--- config.mk ---
export PLATFORM = sky130hd
export DESIGN_NAME = serial_subtractor
export DESIGN_NICKNAME = d
export VERILOG_FILES = /design/src/rtl/serial_subtractor.sv
export SDC_FILE = /design/constraint.sdc
export NUM_CORES = 1
export LEC_CHECK = 0
export BUFFER_PORTS_ARGS = -buffer_cell sky130_fd_sc_hd__buf_2
export CAP_MARGIN = 40
export CORE_MARGIN = 8
export CORE_UTILIZATION = 57
export DETAILED_ROUTE_END_ITERATION = 16
export GPL_ROUTABILITY_DRIVEN = 0
export PLACE_DENSITY = 0.93
export SYNTH_ARGS = -nofsm -noshare
export SYNTH_HDL_FRONTEND = slang
export SYNTH_SLANG_ARGS = --single-unit
--- constraint.sdc ---
create_clock -name clk -period 2.7 [get_ports clk]
set_input_delay 0.27 -clock clk [delete_from_list [all_inputs] [get_ports clk]]
set_output_delay 0.27 -clock clk [all_outputs]
set_load 0.01 [all_outputs]
--- src/rtl/serial_subtractor.sv ---
// rtl/serial_subtractor.sv - bit-serial subtractor computing D = X - Y, LSB first
// One full-subtractor cell plus a borrow flop; start/busy/done handshake.
module serial_subtractor #(
    parameter int WIDTH = 4
) (
    input  logic             clk,
    input  logic             rst,
    input  logic             start,
    input  logic [WIDTH-1:0] X,
    input  logic [WIDTH-1:0] Y,
    output logic [WIDTH-1:0] D,
    output logic             B,
    output logic             busy,
    output logic             done
);
    localparam int CW = (WIDTH > 1) ? $clog2(WIDTH) : 1;

    typedef enum logic [1:0] {IDLE, RUN, DONE} stateType;

    stateType         state;
    stateType         stateNext;
    logic [WIDTH-1:0] xs;
    logic [WIDTH-1:0] ys;
    logic [WIDTH-1:0] rs;
    logic [CW-1:0]    cnt;
    logic             borrow;
    logic             diffBit;
    logic             borrowNext;
    logic             lastBit;
    logic             accept;
    logic [WIDTH:0]   rsCat;
    logic [WIDTH-1:0] rsNext;

    // Full-subtractor cell on the current LSBs; the concat form keeps WIDTH=1 legal.
    always_comb begin
        diffBit    = xs[0] ^ ys[0] ^ borrow;
        borrowNext = (~xs[0] & ys[0]) | (~(xs[0] ^ ys[0]) & borrow);
        rsCat      = {diffBit, rs};
        rsNext     = rsCat[WIDTH:1];
        lastBit    = (cnt == CW'(WIDTH - 1));
    end

    always_comb begin
        stateNext = state;
        accept    = 1'b0;
        case (state)
            IDLE: begin
                if (start) begin
                    accept    = 1'b1;
                    stateNext = RUN;
                end
            end
            RUN: begin
                if (lastBit) begin
                    stateNext = DONE;
                end
            end
            DONE:    stateNext = IDLE;
            default: stateNext = IDLE;
        endcase
    end

    always_ff @(posedge clk) begin
        if (rst) begin
            state <= IDLE;
        end else begin
            state <= stateNext;
        end
    end

    always_ff @(posedge clk) begin
        if (rst) begin
            xs     <= '0;
            ys     <= '0;
            rs     <= '0;
            cnt    <= '0;
            borrow <= 1'b0;
            D      <= '0;
            B      <= 1'b0;
            busy   <= 1'b0;
            done   <= 1'b0;
        end else begin
            busy <= (stateNext == RUN);
            done <= (stateNext == DONE);
            if (accept) begin
                xs     <= X;
                ys     <= Y;
                rs     <= '0;
                cnt    <= '0;
                borrow <= 1'b0;
            end else if (state == RUN) begin
                borrow <= borrowNext;
                rs     <= rsNext;
                xs     <= xs >> 1;
                ys     <= ys >> 1;
                cnt    <= cnt + 1'b1;
                // Result registers only move on the final bit so they hold otherwise.
                if (lastBit) begin
                    D <= rsNext;
                    B <= borrowNext;
                end
            end
        end
    end
endmodule

# After elaboration in Yosys (flattened, before gate mapping)
# Cells that the tools add are included.
[classes] n_addsub=1 eq_ne=4 muxes=9 bitwise=8 n_reduce_logical=4
[ops] operator="$mux 4" count=4
[ops] operator="$eq 2x1->1 const B" count=2
[ops] operator="$eq 2x2->1 const B" count=2
[ops] operator="$mux 2" count=2
[ops] operator="$pmux 2 s2" count=1
[ops] operator="$not 1->1" count=3
[ops] operator="$reduce_and 3->1" count=1
[ops] operator="$add 2x1->2 const B" count=1
[ops] operator="$and 1x1->1" count=2
[ops] operator="$logic_not 2->1" count=1
[ops] operator="$mux 1" count=2
[ops] operator="$reduce_bool 2->1" count=1
[ops] operator="$reduce_or 2->1" count=1
[ops] operator="$xor 1x1->1" count=2
[ops] operator="$or 1x1->1" count=1
[word_totals] regBits=24 input_bits=11 output_inout_bits=7 word_cells=36

# Longest topological paths before layout
# Gate-level depths: netlist (run 1).
[logic_depth] depth_word=4 ltp_mapped=5

# Least setup slack after synthesis (run 1)
# OpenSTA, ideal clock, no wires.
[synth_path] kind="reg-to-reg" start="register state[1]" end="register borrow" setup_time_ns=0.122 arrival_time_ns=1.006 slack_ns=1.572 path_stages_with_launch=5 n_path_buf=1 synth_period_minus_slack_ns=1.128 cell_sequence="dfxtp_1 -> or3b_1 -> buf_2 -> nand2b_2 -> a211oi_2"
[synth_via] elab_chain_len=3 elab_cells_between_ends=4
[synth_rtl] item="from (decl)" line="20" text="stateType state;"
[synth_rtl] item="from (signal assigned)" line="67" text="state <= stateNext;"
[synth_rtl] item="$logic_not 2->1" line="46" text="case (state)"
[synth_rtl] item="$mux 1" line="46"
[synth_rtl] item="$reduce_or 2->1 (no source line)"
[synth_rtl] item="to (signal assigned)" line="92" text="borrow <= borrowNext;"
[synth_rtl] item="to (decl)" line="26" text="logic borrow;"
# Parallel ways exist; a longest one is shown, timed or not.
# A chain may end at the register's enable or synchronous reset.

# Final worst setup path (run 1)
[layout_path] start="register state[0]" end="register B"
[layout_via] elab_chain_len=4 elab_cells_between_ends=5
[layout_rtl] item="$logic_not 2->1" line="46"
[layout_rtl] item="$mux 1" line="46"
[layout_rtl] item="$not 1->1 (no source line)"
[layout_rtl] item="$reduce_and 3->1 (no source line) (*)"
[layout_rtl] item="to (signal assigned)" line="100" text="B <= borrowNext;"
[layout_rtl] item="to (decl)" line="12" text="output logic B,"
# Every way passes the cells marked *; elsewhere a longest branch is shown, timed or not.

==> results of run 1 <==
[through the flow]
stage / util (%) / cell area (um2)
after floorplan: - / 991.0
after global placement: 62.22 / 1051
after detailed placement: 62.22 / 1051
after CTS: 63.78 / 1077
after global routing: 63.78 / 1077
final: 63.78 / 1077
[cell families after synthesis]
family | after synthesis | share of synthesized area (%)
AO/OA/AOI/OAI | 27 | 19.82
XOR/XNOR | 1 | 0.8840
adder cells (fa/ha/maj) | 2 | 3.283
buffers and inverters | 11 | 6.943
flip-flops | 23 | 46.46
AND/OR/NAND/NOR | 43 | 22.60
[power breakdown]
| group | switching (mW) | internal [mW] |
|---|---|---|
| logic | 0.0474 | 0.0326 |
| registers | 0.0112 | 0.355 |
| clock network | 0.0987 | 0.0577 |
[per-layer routing]
| metal | vias to the layer above | wire length [um] | track usage, % |
|---|---|---|---|
| li1 | 390 | - | - |
| met1 | 362 | 849 | 13.86 |
| met2 | 18 | 893 | 21.06 |
| met3 | 5 | 67 | 3.311 |
| met4 | 0 | 54 | 9.091 |
| met5 | - | 0 | 0 |
[worst reg2reg max path, cell delays in order, from the launching register on]
cell	delay (ps)
dfxtp_1	480
nor2b_1	340
buf_4	280
a21oi_2	80
a311oi_2	230
[cells in the final DEF (no fill, tap or decap), drive strengths merged]
master   n
a211oi   7
a21oi   15
a311oi   1
buf     18
clkbuf   4
dfxtp   23
fa       1
ha       1
inv      4
nand2   18
nand2b   3
nand3    6
nand3b   1
nor2    12
nor2b    1
nor3b    1
o21a     1
o21ba    1
o22ai    2
or3b     1
xnor2    1
[flip-flops by register name, indices dropped and copies added, names as in the netlist]
register	count
D	4
xs	4
ys	4
rs	3
cnt	2
state	2
B	1
borrow	1
busy	1
done	1
[final timing paths]
| kind | from | endpoint | slack, ps | cells past startpoint |
|---|---|---|---|---|
| worst min register to register | rs[1]$_SDFFE_PP0N_ | D[0]$_SDFFE_PP0P_ | 470 | 2 |
| worst max register to register | state[0]$_SDFF_PP0_ | B$_SDFFE_PP0P_ | 1210 | 4 |
| worst min-delay path | Y[3] | ys[3]$_SDFFE_PP0P_ | 190 | 3 |
| worst max-delay path | state[0]$_SDFF_PP0_ | B$_SDFFE_PP0P_ | 1210 | 4 |
[area by class of cell]
class	instances	area, um2
Fill cell	161	611.8
Multi-Input combinational cell	73	461.7
Sequential cell	23	460.4
Timing Repair Buffer	18	92.59
Clock buffer	4	26.28
Tap cell	17	21.27
Inverter	4	15.01
[synth_stat cells (all sizes together)]
cell type / n / share of area, %
o22ai: 2 / 1.3
dfxtp: 23 / 46
nand2: 18 / 6.8
a211oi: 7 / 5.8
xnor2: 1 / 0.88
fa: 1 / 2.0
ha: 1 / 1.3
o21ba: 1 / 1.0
nor2: 12 / 5.1
nand3: 6 / 5.1
inv: 4 / 1.5
nor3b: 1 / 1.3
buf: 6 / 5.0
clkbuf: 1 / 0.38
a311oi: 1 / 1.5
a21oi: 15 / 9.5
nor2b: 1 / 0.63
or3b: 1 / 0.88
nand3b: 1 / 0.76
nand2b: 3 / 2.1
o21a: 1 / 0.76
==> run_results.csv, run 1 <==
group,metric,value,unit
die,die_area,3329,um2
grt,grt_pass1_vias,811,
routing,drt_iter0_drc,8,
routing,routedWlPerCell,13.41,um
critical_path,crit_type,"flip-flop to flip-flop",
sta,finClkSkew,2.724,ps
routing,wirelength,1864,um
sta,clock.fmax,673.2,MHz
sta,rsz0062_at_grt,"false",
layout,diodes,0,
critical_path,cp_cell_sequence,"nor2b_1 > buf_4 > a21oi_2 > a311oi_2",
layout,stdcell_count,139,
clock_network,cts_resized,0,
power,powerDensity,559.5,nW/um2
clock_network,path_clk_slew,120,ps
routing,drc,0,
sta,timing.hold.ws,186.2,ps
sta,maxSlewHeadroom,73.81,%
worst_hold_path,hold_path_class,"primary input to flip-flop",
die,ios,18,
synth,syn_area_per_cell,9.261,um2
die,rows,15,
routing,first_pass_iters,4,
critical_path,path_buf_inv,1,
die,die_h,57.70,um
clock_network,hold_buffers,0,
critical_path,required,2930,ps
clock_network,ctsLongestPathBuffers,2,
synth,synth_cell_type_count,28,
power,ir_drop,0.3338,mV
sta,slew_viol_final,0,
grt,grt_max_degree,19,
grt,grt.total_usage,12.74,%
layout,syn2layout_area_growth,8.712,%
place,place_hpwl,1373,um
clock_network,clock-sinks,23,
layout,nets,136,
routing,vias_per_cell,5.576,
synth,postSynthRegisterBits,23,
place,dp_slack,1268,ps
sta,layout_setup_ws,1215,ps
sta,period_needed,1486,ps
synth,postSynthCellCount,107,
grt,grt_pass1_wl,3325,um
power,leakage,0.4053,nW
die,die_w,57.70,um
sta,setup_viol,0,
critical_path,worstSetupStartpointType,"flip-flop",
power,total_power,602.7,uW
clock_network,clock_latency,310,ps
layout,drive_above_1_share,30.33,%
clock_network,post-cts-setup-buffers,0,
critical_path,worstSetupEndpointType,"flip-flop",
critical_path,cp.arrival,1720,ps
clock_network,clockRootBuffer,"clkbuf_4",
critical_path,crit_path_max_fanout,13,
sta,hold_violations,0,
job,maxCapViolCount,0,
sta,tightest_slew,392.8,ps
clock_network,cts_tree,"built",
critical_path,critPathSlowestCell,"dfxtp_1",
sta,fin_crit_sh,55.02,%
synth,synth_nets,120,
synth,yosys_warnings,0,
critical_path,slowest_delay,480,ps
run_status,status,"finished, final reports clean",
die,core_area,1689,um2
clock_network,htree_num_levels,1,
routing,vias,775,
grt,gr-total-overflow,0,
sta,finalSetupTns,0,ps
place,dp_cells,135,
synth,seq_area_frac_synth,46.46,%
clock_network,cts_buffers,3,
grt,antenna_found_initial,0,
place,io_buffers,17,
critical_path,cpLargestDelayFamily,"flip-flops",
die,start_util,58.67,%
routing,detail-route-antenna-nets,0,
synth,synthesis.area,991.0,um2
(Power assumes the default switching activity.)
==> run 2: changes to the inputs <==
--- a/config.mk
+++ b/config.mk
@@ -7,11 +7,12 @@
 export LEC_CHECK = 0
 export BUFFER_PORTS_ARGS = -buffer_cell sky130_fd_sc_hd__buf_2
 export CAP_MARGIN = 40
+export CORE_ASPECT_RATIO = 0.7
 export CORE_MARGIN = 8
-export CORE_UTILIZATION = 57
+export CORE_UTILIZATION = 47
 export DETAILED_ROUTE_END_ITERATION = 16
 export GPL_ROUTABILITY_DRIVEN = 0
-export PLACE_DENSITY = 0.93
+export PLACE_DENSITY = 0.84
 export SYNTH_ARGS = -nofsm -noshare
 export SYNTH_HDL_FRONTEND = slang
 export SYNTH_SLANG_ARGS = --single-unit
==> constraint.sdc (replaced) <==
create_clock -name clk -period 1.2 [get_ports clk]
set_input_delay 0.12 -clock clk [delete_from_list [all_inputs] [get_ports clk]]
set_output_delay 0.12 -clock clk [all_outputs]
set_load 0.01 [all_outputs]
==> run 2 against run 1 <==
Via count up 9.2%. First-iteration DRC count increased to 11 times the previous value. Fmax increased by 21%. The flow now finishes with violations (negative setup slack). Setup slack lost 1200 ps.
==> run_results.csv, run 2 (synthesized netlist as in run 1, its figures left out) <==
group,metric,value,unit
clock_network,clock-sinks,23,
routing,wirelength,2349,um
grt,grt_max_degree,14,
layout,diodes,0,
routing,detail-route-antenna-nets,0,
clock_network,cts_buffers,3,
power,pwr-share-comb,17.2,%
routing,first_pass_iters,4,
clock_network,clock_latency,320,ps
layout,nets,147,
clock_network,path_clk_slew,120,ps
worst_hold_path,holdPathStages,3,
layout,post-route-util,60.29,%
critical_path,cpLargestDelayFamily,"flip-flops",
die,die_h,54.42,um
layout,drive_above_1_share,48.12,%
power,p_int,1.039,mW
critical_path,cp.arrival,1480,ps
worst_hold_path,holdPathEnd,"xs[3]$_SDFFE_PP0P_",
power,swShare,27.48,%
grt,gr-total-overflow,0,
layout,largest_registers,"D: 4 flops, xs: 4 flops, ys: 4 flops",
critical_path,required,1450,ps
critical_path,ff2ff_path_depth,5,
run_status,status,"finished, violations left",
critical_path,crit_type,"flip-flop to flip-flop",
grt,grt_pass1_vias,819,
clock_network,clockRootBuffer,"clkbuf_4",
die,start_util,47.94,%
worst_hold_path,min_from,"X[3]",
clock_network,htree_num_levels,1,
sta,tightest_slew,299.8,ps
grt,antenna_found_initial,0,
worst_hold_path,hold_path_class,"primary input to flip-flop",
die,rows,14,
power,p_seq_share,57.6,%
sta,finalSetupTns,-43.01,ps
critical_path,worstSetupEndpointType,"flip-flop",
layout,syn2layout_area_growth,25.76,%
critical_path,path_buf_inv,2,
layout,fill_cells,163,
routing,vias_per_cell,5.389,
sta,rsz0062_at_grt,"true",
grt,grt.total_usage,11.71,%
sta,layout_setup_ws,-24.98,ps
die,core_area,2067,um2
routing,vias,846,
sta,maxSlewHeadroom,79.99,%
critical_path,crit_path_max_fanout,6,
sta,clock.fmax,816.3,MHz
sta,slew_viol_final,0,
sta,timing.hold.ws,35.75,ps
sta,period_needed,1225,ps
critical_path,critPathSlowestCell,"dfxtp_4",
power,total_power,1.432,mW
power,pwr-share-clk,25.2,%
sta,hold_violations,0,
clock_network,cts_tree,"built",
job,maxCapViolCount,0,
die,die_area,3857,um2
power,ir_drop,0.3395,mV
critical_path,slowest_delay,390,ps
critical_path,cp_cell_sequence,"buf_6 > nor3b_4 > buf_4 > nand2_2 > a21oi_2",
routing,drc,0,
critical_path,worst_r2r_endpoint,"ys[3]$_SDFFE_PP0P_",
clock_network,hold_buffers,0,
power,powerDensity,1149,nW/um2
critical_path,timing.rr.start,"state[1]$_SDFF_PP0_",
critical_path,worstSetupStartpointType,"flip-flop",
layout,final_common_cell,"dfxtp_1",
power,leakage,0.4741,nW
die,die_w,70.88,um
layout,final_cell_mix,"dfxtp_1 (18), nand2_1 (17), buf_2 (17), nor2_1 (10)",
grt,grt_pass1_wl,3525,um
critical_path,reg2reg_setup_slack,-20,ps
routing,routedWlPerCell,14.96,um
run_status,violations,"negative setup slack",
routing,drt_iter0_drc,86,
place,place_hpwl,1531,um
die,ios,18,
place,io_buffers,17,
sta,fin_crit_sh,102.1,%
clock_network,ctsLongestPathBuffers,2,
sta,setup_viol,3,
power,netSwitchingPower,393.6,uW
sta,finClkSkew,14.16,ps
[run 2: what timing repair did]
item | CTS | global route
pin swaps | 1 | 9
setup endpoints to repair | 14 | 17
setup buffers | 1 | 2
resized for setup | 6 | 16
[run 2: worst max path at each step]
stage,end,start,cells after the start
finish,ys[3]$_SDFFE_PP0P_,state[1]$_SDFF_PP0_,5
global route,ys[3]$_SDFFE_PP0P_,state[1]$_SDFF_PP0_,5
CTS,xs[2]$_SDFFE_PP0P_,state[0]$_SDFF_PP0_,4
detailed placement,xs[2]$_SDFFE_PP0P_,state[1]$_SDFF_PP0_,4
global placement,ys[1]$_SDFFE_PP0P_,state[1]$_SDFF_PP0_,4
floorplan,borrow$_SDFFE_PP0N_,state[1]$_SDFF_PP0_,4
[run 2: stage by stage]
step	worst slack (ps)	area [um2]	std cells
2_1_floorplan	72.22	991.0	107
3_3_place_gp	2.715	1132	150
3_5_place_dp	-47.04	1132	150
4_1_cts	-14.67	1186	155
5_1_grt	-63.00	1246	157
6_report	-24.98	1246	157
[run 2: area by class of cell]
cell class                      count  area, um2  area share [%]
Timing Repair Buffer               29      198.9           15.96
Clock buffer                        3      22.52           1.807
Tap cell                           24      30.03           2.410
Inverter                            4      15.01           1.205
Clock inverter                      1      5.005          0.4016
Sequential cell                    23      469.2           37.65
Multi-Input combinational cell     73      505.5           40.56
[run 2: power groups by stage]
stage | Clock, mW | Combinational [mW] | Sequential, mW
4_1_cts | 0.358 | 0.225 | 0.822
5_1_grt | 0.388 | 0.269 | 0.829
3_5_place_dp | 0 | 0.207 | 0.838
2_1_floorplan | 0 | 0.152 | 0.836
3_3_place_gp | 0 | 0.199 | 0.836
6_report | 0.361 | 0.247 | 0.825
[run 2: worst min-delay path: cells and delay by family]
kind / cells / cell delay [ps]
buf+inv: 1 / 90
compound gates: 1 / 50
simple gates: 1 / 40
[run 2: layer usage]
metal | part of all wire [%] | up-vias | global-route usage (%)
met1 | 39 | 407 | 11.40
met5 | 0 | - | 0
li1 | - | 412 | -
met2 | 53 | 22 | 23.74
met4 | 2.5 | 0 | 5.137
met3 | 5.0 | 5 | 3.108
==> run 3: changes to the inputs <==
--- a/config.mk
+++ b/config.mk
@@ -5,14 +5,15 @@
 export SDC_FILE = /design/constraint.sdc
 export NUM_CORES = 1
 export LEC_CHECK = 0
+export ABC_AREA = 1
 export BUFFER_PORTS_ARGS = -buffer_cell sky130_fd_sc_hd__buf_2
 export CAP_MARGIN = 40
 export CORE_ASPECT_RATIO = 0.7
 export CORE_MARGIN = 8
-export CORE_UTILIZATION = 47
+export CORE_UTILIZATION = 48
 export DETAILED_ROUTE_END_ITERATION = 16
 export GPL_ROUTABILITY_DRIVEN = 0
-export PLACE_DENSITY = 0.84
+export PLACE_DENSITY = 0.7
 export SYNTH_ARGS = -nofsm -noshare
 export SYNTH_HDL_FRONTEND = slang
 export SYNTH_SLANG_ARGS = --single-unit
==> run 3 against run 2 <==
The flow now finishes without violations. Area after synthesis rose by 3.9%. Critical path type unchanged. Register-to-register slack improved by 70 ps. Critical path depth shrank 2. Non-clock buffer count is 11 lower. Setup slack improved by 74 ps. Wire length is 13% lower. Sequential power about the same. Synthesized cell count rose by 21%. Die area rose by 1.3%.
==> run_results.csv, run 3 <==
group,metric,value,unit
power,pwr-share-comb,13.7,%
die,core_area,2085,um2
layout,final_common_cell,"nand2_1",
place,dp_slack,14.03,ps
die,die_h,54.75,um
die,ios,18,
synth,yosys_warnings,0,
grt,grt_pass1_wl,3415,um
synth,postSynthRegisterBits,23,
clock_network,htree_num_levels,1,
synth,synth_nets,142,
die,start_util,49.40,%
critical_path,slowest_delay,570,ps
synth,netlist.top_cell.by_area,"dfxtp_1",
job,maxCapViolCount,0,
clock_network,cts_buffers,3,
clock_network,path_clk_slew,120,ps
sta,slew_viol_final,0,
sta,clock.fmax,869.0,MHz
clock_network,clockRootBuffer,"clkbuf_4",
critical_path,cp.arrival,1410,ps
routing,detail-route-antenna-nets,0,
sta,timing.hold.ws,40.42,ps
clock_network,clock_latency,310,ps
routing,first_pass_iters,4,
die,rows,14,
sta,period_needed,1151,ps
sta,tightest_slew,297.1,ps
sta,fin_crit_sh,95.90,%
routing,dr_wl_met2,944,um
clock_network,ctsLongestPathBuffers,2,
critical_path,cp_cell_sequence,"fa_1 > nand2_1 > a21oi_2",
sta,finalSetupTns,0,ps
power,swShare,26.44,%
critical_path,required,1450,ps
power,leakage,0.5872,nW
clock_network,clock-sinks,23,
sta,rsz0062_at_grt,"true",
run_status,status,"finished, final reports clean",
layout,final_cell_mix,"nand2_1 (33), dfxtp_1 (19), buf_2 (17), nand3_1 (15), a21oi_1 (10)",
synth,seq_area_frac_synth,44.71,%
layout,syn2layout_area_growth,14.58,%
grt,antenna_found_initial,0,
layout,nets,163,
sta,layout_setup_ws,49.23,ps
place,dpl_cell_area,1145,um2
routing,dr_wl_met3,126,um
critical_path,cpLargestDelayFamily,"adder cells",
sta,hold_violations,0,
power,p_int,997.6,uW
grt,gr-total-overflow,0,
sta,finClkSkew,8.484,ps
routing,dr.max_layer_used,"met4",
layout,drive_above_1_share,34.23,%
die,die_area,3907,um2
routing,wirelength,2046,um
critical_path,crit_type,"flip-flop to flip-flop",
routing,drt_iter0_drc,46,
critical_path,path_buf_inv,0,
layout,design_area,1180,um2
synth,synth_cell_type_count,21,
synth,postSynthCellCount,129,
synth,synth_commonest_cells,"nand2_1 (34), dfxtp_1 (23), nand3_1 (15), a21oi_1 (12), inv_1 (9)",
worst_hold_path,hold_path_class,"primary input to flip-flop",
clock_network,cts_tree,"built",
synth,synth_top_area_share,44.71,%
routing,wl_met1,944,um
critical_path,worstSetupStartpointType,"flip-flop",
power,netSwitchingPower,358.6,uW
grt,grt_pass1_vias,801,
sta,maxSlewHeadroom,80.12,%
sta,setup_viol,0,
routing,vias,837,
routing,drc,0,
synth,post-synth-top-count-cell,"nand2_1",
critical_path,worstSetupEndpointType,"flip-flop",
layout,largest_registers,"D: 4 flops, xs: 4 flops, ys: 4 flops",
critical_path,critPathSlowestCell,"fa_1",
synth,synth_edf_count,0,
layout,diodes,0,
synth,synthFlopType,"dfxtp_1",
power,pwr-share-clk,25.4,%
grt,grt.total_usage,11.04,%
synth,synthesis.area,1030,um2
synth,syn_area_per_cell,7.982,um2
place,place_hpwl,1578,um
critical_path,crit_path_max_fanout,2,
clock_network,hold_buffers,0,
die,die_w,71.36,um
power,powerDensity,1149,nW/um2
routing,routedWlPerCell,11.83,um
routing,vias_per_cell,4.838,
synth,yosys-top-cells-area,"dfxtp_1 (45%), nand2_1 (12%), nand3_1 (7.3%)",
power,p_seq_share,60.9,%
power,ir_drop,0.7084,mV
place,io_buffers,17,
synth,async_flop_share,0,%
grt,grt_max_degree,13,
run 3: through the flow:
step                      util, %  instances  power [mW]
after floorplan                 -        129      0.9701
after global placement      54.92        168       1.019
after detailed placement    54.92        168       1.027
after CTS                   56.24        172       1.363
after global routing        56.60        173       1.413
final                       56.60        173       1.356
run 3: cell families (layout without fill, tap and decap cells):
group                      after synthesis  count (layout)  share of synthesized area, %
adders and majority gates                2               2                         3.159
buffers and inverters                   20              39                         8.869
and+or+nand+nor                         67              68                         33.54
xor gates and xnor gates                 1               1                        0.8507
DFF                                     23              23                         44.71
AOI/OAI and AO/OA                       16              16                         8.870
run 3: metal layers:
metal / GRT usage, % / vias up
met4: 2.055 / 0
met2: 19.73 / 16
li1: - / 442
met1: 12.24 / 375
met3: 4.936 / 4
met5: 0 / -
run 3: area by class of cell:
cell class / count / area (um2)
inverter: 17 / 71.32
sequential: 23 / 465.4
fill: 190 / 904.6
multi-input combinational: 87 / 494.2
timing repair buffer: 18 / 92.59
tap: 24 / 30.03
clock buffer: 4 / 26.28
run 3: what timing repair did:
action,in CTS,in global routing
buffers inserted,0,1
resized for setup,1,8
cloned,0,1
pin swaps,0,4
endpoints found under the setup margin,1,4
run 3: tightest hold or removal path: cells and delay by family:
kind,cells,cell delay (ps)
AOI/OAI and AO/OA,1,50
buffers and inverters,1,90
and+or+nand+nor,1,50
run 3: worst paths after layout:
kind                                    startpoint            endpoint  slack [ps]  cells after the start
worst max-delay path            xs[0]$_SDFFE_PP0P_  rs[3]$_SDFFE_PP0N_          50                      3
worst min-delay path                          X[3]  xs[3]$_SDFFE_PP0P_          40                      3
worst min register to register  rs[1]$_SDFFE_PP0N_  rs[1]$_SDFFE_PP0N_         480                      2
worst max register to register  xs[0]$_SDFFE_PP0P_  rs[3]$_SDFFE_PP0N_          50                      3
run 3: power by group through the flow:
stage	clock network, mW	logic, mW	registers, mW
after detailed placement	0	0.196	0.831
final	0.344	0.186	0.826
after CTS	0.352	0.197	0.814
after global routing	0.373	0.208	0.831
after global placement	0	0.190	0.828
after floorplan	0	0.143	0.827
